$ cat src/rtl/modmul_arb.sv
// Two-port round-robin front end for a shared 12x12 multiplier with Kyber
// Barrett reduction (q = 3329); three-stage pipeline, one result per cycle.
module modmul_arb #(
  parameter int TAG_W = 4,
  parameter int Q     = 3329
) (
  input  logic             clk_i,
  input  logic             rst_i,
  input  logic [1:0]       req_valid_i,
  output logic [1:0]       req_ready_o,
  input  logic [11:0]      req_a0_i,
  input  logic [11:0]      req_b0_i,
  input  logic [TAG_W-1:0] req_tag0_i,
  input  logic [11:0]      req_a1_i,
  input  logic [11:0]      req_b1_i,
  input  logic [TAG_W-1:0] req_tag1_i,
  output logic [1:0]       rsp_valid_o,
  output logic [11:0]      rsp_data_o,
  output logic [TAG_W-1:0] rsp_tag_o,
  output logic             busy_o,
  output logic             prio_o
);

  localparam int DATA_W    = 12;
  localparam int PROD_W    = 2 * DATA_W;
  localparam int BARRETT_K = 26;
  localparam int BM_W      = 15;
  localparam int XM_W      = PROD_W + BM_W;
  localparam logic [BM_W-1:0]   BARRETT_M = BM_W'((64'd1 << BARRETT_K) / Q);
  localparam logic [PROD_W-1:0] Q_P       = PROD_W'(Q);

  // Barrett estimate undershoots the true quotient by at most one for any
  // 24-bit product, so a single conditional subtract lands in 0..q-1.
  function automatic logic [DATA_W-1:0] red_k(input logic [PROD_W-1:0] x);
    logic [XM_W-1:0]   xm;
    logic [PROD_W-1:0] qt;
    logic [PROD_W-1:0] r;
    xm = {{BM_W{1'b0}}, x} * {{PROD_W{1'b0}}, BARRETT_M};
    qt = PROD_W'(xm[XM_W-1:BARRETT_K]);
    r  = x - qt * Q_P;
    if (r >= Q_P) r = r - Q_P;
    return r[DATA_W-1:0];
  endfunction

  logic              acc;
  logic              vld_p0, vld_p1;
  logic              id_p0, id_p1;
  logic [DATA_W-1:0] a_p0, b_p0;
  logic [TAG_W-1:0]  tag_p0, tag_p1;
  logic [PROD_W-1:0] prod_p1;

  always_comb begin
    req_ready_o = 2'b00;
    if (!rst_i) begin
      if (req_valid_i == 2'b11) req_ready_o = prio_o ? 2'b10 : 2'b01;
      else                      req_ready_o = req_valid_i;
    end
  end

  assign acc = |req_ready_o;

  always_ff @(posedge clk_i) begin
    if (rst_i) begin
      prio_o      <= 1'b0;
      vld_p0      <= 1'b0;
      vld_p1      <= 1'b0;
      rsp_valid_o <= 2'b00;
      rsp_data_o  <= '0;
      rsp_tag_o   <= '0;
    end else begin
      if (acc) prio_o <= ~req_ready_o[1];
      vld_p0      <= acc;
      vld_p1      <= vld_p0;
      rsp_valid_o <= {vld_p1 & id_p1, vld_p1 & ~id_p1};
      // stage p2: reduced result and tag drive the response port
      if (vld_p1) begin
        rsp_data_o <= red_k(prod_p1);
        rsp_tag_o  <= tag_p1;
      end
    end
  end

  // stage p0: capture the granted requester's operands
  always_ff @(posedge clk_i) begin
    if (acc) begin
      a_p0   <= req_ready_o[1] ? req_a1_i   : req_a0_i;
      b_p0   <= req_ready_o[1] ? req_b1_i   : req_b0_i;
      tag_p0 <= req_ready_o[1] ? req_tag1_i : req_tag0_i;
      id_p0  <= req_ready_o[1];
    end
  end

  // stage p1: full-width unsigned product
  always_ff @(posedge clk_i) begin
    if (vld_p0) begin
      prod_p1 <= PROD_W'(a_p0) * PROD_W'(b_p0);
      tag_p1  <= tag_p0;
      id_p1   <= id_p0;
    end
  end

  assign busy_o = vld_p0 | vld_p1 | (|rsp_valid_o);

endmodule

$ cat config.mk
export PLATFORM = sky130hd
export DESIGN_NAME = modmul_arb
export DESIGN_NICKNAME = d
export VERILOG_FILES = /design/src/rtl/modmul_arb.sv
export SDC_FILE = /design/constraint.sdc
export NUM_CORES = 1
export LEC_CHECK = 0
export ABC_AREA = 1
export CAP_MARGIN = 5
export CORE_ASPECT_RATIO = 0.7
export CORE_MARGIN = 5
export CORE_UTILIZATION = 50
export DETAILED_ROUTE_END_ITERATION = 10
export PLACE_DENSITY = 0.71
export SLEW_MARGIN = 30
export SYNTH_ARGS = -nofsm -noshare
export SYNTH_HDL_FRONTEND = slang
export SYNTH_SLANG_ARGS = --single-unit
$ cat constraint.sdc
create_clock -name clk_i -period 20.7 [get_ports clk_i]
set_clock_uncertainty 0.05 [all_clocks]
set_input_delay 6.21 -clock clk_i [delete_from_list [all_inputs] [get_ports clk_i]]
set_output_delay 6.21 -clock clk_i [all_outputs]
set_load 0.01 [all_outputs]
==> Yosys cells after proc, flatten, opt, wreduce, memory -nomap -nowiden <==
Index checks and enable logic that the tools add are counted.
{ "totals": {"output_inout_bits": 22, "ff_bits": 79, "input_bits": 60, "wordCells": 35} }
{ "classes": {"eq_ne": 1, "add_sub_neg": 2, "reduce_logical": 2, "bitwise_logic": 6, "n_mul": 3, "n_mux": 7, "order_cmp": 1} }
{ "ops": {"columns": ["cell", "n"], "rows": [
  ["$mul 24x14->38 const B", 1],
  ["$mux 12", 3],
  ["$ge 24x12->1 const B", 1],
  ["$mul 12x12->24", 1],
  ["$mul 13x12->24 const B", 1],
  ["$sub 24x24->24", 1],
  ["$sub 12x12->12 const B", 1],
  ["$mux 2", 3],
  ["$mux 4", 1],
  ["$reduce_or 2->1", 2],
  ["$and 1x1->1", 2],
  ["$eq 2x2->1 const B", 1],
  ["$not 1->1", 2],
  ["$or 1x1->1", 2]
]} }

==> Logic depth before layout (Yosys ltp) <==
{ "logic_depth": {"word_depth": 5, "ltp_mapped": 54, "mapped_depth_nobuf": 54} }

==> Least setup slack after synthesis <==
Ideal clock, no wire load.
{ "synth_path": {"kind": "input to output", "from": "input rst_i", "to": "output req_ready_o[1]", "cell_stages": 5, "slack_ps": 7485, "t_arrival_ps": 6955, "required_ps": 14440, "cell_sequence": "clkbuf_1 -> nor2_1 -> o21ai_0 -> inv_1 -> clkbuf_1"} }
{ "synth_via": {"elab_chain_cells": 1} }
{ "synth_lines": {"columns": ["item", "line_no", "source"], "rows": [
  ["start, declared", "8", "input logic rst_i,"],
  ["$mux 2", "54", "if (!rst_i) begin"],
  ["end, declared", "10", "output logic [1:0] req_ready_o,"]
]} }
Every way passes these cells.

==> Worst setup path in the final report <==
Ends and elaborated chain as after synthesis.

==> flow_metrics.py <==
metrics = {
    "clock_network": {
        "clock_path_buffers": 2,
        "cts-hold-fix-buffers": 0,
        "clock_tree.root_cell": "clkbuf_16",
        "cts_sinks": 79,
        "post_cts_resized": 0,
        "clock_latency_ps": 360,
        "path_clk_slew_ps": 60,
        "numCtsBuffers": 9,
        "htree_num_levels": 3,
        "post_cts_buffers": 0,
        "cts_tree": "done",
    },
    "global_routing": {
        "grt_max_degree": 31,
        "grt.overflow.total": 0,
        "grt.total_usage_pct": 21.4,
        "grt_pass1_wl_mm": 69.7,
        "antenna_found_initial": 0,
        "grt_pass1_vias": 14200,
    },
    "setup_path": {
        "cp-end-kind": "output port",
        "start_kind": "primary input",
        "cp_data_arrival_time_ps": 8290,
        "critPathRequiredTime_ps": 14440,
        "critPathKind": "primary input to output port",
        "crit_fanout": 30,
    },
    "finish": {
        "drive_gt1_share_pct": 1.96,
        "layout.nets": 2864,
        "antennaDiodeCount": 0,
        "layout_commonest_cell": "nand2_1",
        "layout_common_cells": "nand2_1 (558), inv_1 (557), ha_1 (282)",
        "syn2layout_area_growth_pct": 9.01,
    },
    "sta": {
        "finalHoldViolations": 0,
        "tightest_slew_ps": 690,
        "rsz0062_at_grt": "no",
        "report.final.setup_viol": 0,
        "fin_setup_tns_ps": 0,
        "slew_viol_final": 0,
        "fin_crit_sh_pct": 70.3,
        "relSlewSlack_pct": 54.0,
        "max_freq_mhz": 68.7,
        "min_period_ps": 14550,
    },
    "floorplan": {
        "ioPinCount": 82,
        "core_sq_mm": 0.0348,
        "die_area_sq_mm": 0.0393,
        "fp-row-count": 57,
        "fp.dieH_um": 167,
        "start_util_pct": 50.8,
        "die_w_um": 235,
    },
    "min_path": {
        "hp-class": "flip-flop to flip-flop",
    },
    "route": {
        "num_vias": 13600,
        "ant_nets": 0,
        "drc_errors": 0,
        "first_pass_iters": 5,
        "drtIter0Drc": 852,
        "routed_wl_mm": 40.3,
        "routedWlPerCell_um": 14.8,
        "routed_via_density": 4.98,
    },
    "placed_design": {
        "gp_congestion": 0.947,
        "dp_hpwl_mm": 35.8,
        "port_buffers": 81,
    },
    "logic_synthesis": {
        "ys.flop_type": "edfxtp_1",
        "postSynthAreaPerCell_sq_um": 8.10,
        "synth_warnings": 0,
        "synth.distinct_cells": 39,
        "ys_ff_latch": 79,
        "mappedNetlistNets": 2803,
        "netlist_instances": 2184,
        "synth_edf_count": 58,
        "syn-cell-area_sq_mm": 0.0177,
        "synthArstFlopShare_pct": 0,
        "yosysSeqAreaShare_pct": 12.2,
    },
    "run": {
        "cap_violations": 0,
    },
    "status": {
        "outcome": "finished, final reports clean",
    },
}
## final timing paths
path | slack, ps | startpoint | to | cells past startpoint
hold / removal | 370 | tag_p0[3]$_DFFE_PP_ | tag_p1[3]$_DFFE_PP_ | 0
setup / recovery | 6150 | rst_i | req_ready_o[1] | 7
hold reg to reg | 370 | tag_p0[3]$_DFFE_PP_ | tag_p1[3]$_DFFE_PP_ | 0
setup reg to reg | 10180 | prod_p1[20]$_DFFE_PP_ | rsp_data_o[2]$_SDFFE_PP0P_ | 44
## cell type report
type | count | area [sq um]
clock buffers | 10 | 250
clock inverters | 6 | 45.0
fillers | 3221 | 15500
inverters | 562 | 2110
multi-input cells | 1508 | 13300
flip-flops and latches | 79 | 2160
well taps | 472 | 591
repair buffers | 85 | 841
## layer usage
metal / GRT usage, % / vias up / part of all wire (%)
met1: 30.9 / 6489 / 48
met3: 4.97 / 31 / 6.3
met2: 34.1 / 302 / 44
met5: 0 / - / 0
li1: - / 6736 / -
met4: 2.69 / 0 / 0.99
## cell usage after synthesis, drive strengths merged, types with 4 or more instances
master	instances	share of area (%)
xor2	24	1.2
edfxtp	58	9.8
o211ai	4	0.17
o21ai	42	1.2
nand2	564	12
clkbuf	32	0.68
nor3	11	0.31
ha	282	20
nand3	75	2.2
a21oi	89	2.6
xnor2	12	0.59
nand4	15	0.53
inv	561	12
nor4	4	0.14
dfxtp	21	2.4
fa	277	31
nor2	90	2.0
## worst max-delay path: stages
cell,delay [ps]
clkdlybuf4s50_1,580
nor2_1,220
o21ai_2,70
buf_4,220
inv_1,80
buf_4,290
clkdlybuf4s50_1,600
## state kept, by name (all words and copies together), names as in the netlist, 2 cells and up
signal / flops
tag_p0: 4
rsp_valid_o: 2
rsp_tag_o: 4
prod_p1: 24
b_p0: 12
a_p0: 12
tag_p1: 4
rsp_data_o: 12
## metrics by stage
step | worst slack, ps | area, sq um | hold WS, ps | utilization (%) | instances
final | 6150 | 19300 | 370 | 55.4 | 2722
after global routing | 5990 | 19300 | 378 | 55.4 | 2722
after CTS | 6120 | 19300 | 371 | 55.4 | 2722
after detailed placement | 6130 | 19000 | 355 | 54.6 | 2706
after global placement | 6200 | 19000 | 355 | 54.6 | 2706
after floorplan | 7490 | 17700 | 350 | - | 2184
## logic make-up (layout without fill, tap and decap cells)
| family | Yosys count | count (layout) | share of synthesized area (%) |
|---|---|---|---|
| DFF | 79 | 79 | 12.2 |
| AOI/OAI and AO/OA | 150 | 150 | 4.57 |
| and+or+nand+nor | 763 | 763 | 17.4 |
| xor gates and xnor gates | 36 | 36 | 1.78 |
| buffers and inverters | 597 | 663 | 12.7 |
| adders and majority gates | 559 | 559 | 51.3 |
Power is left out: the tool's default activity adds up to more than one toggle a clock period on the data nets, which glitch-free logic cannot reach.
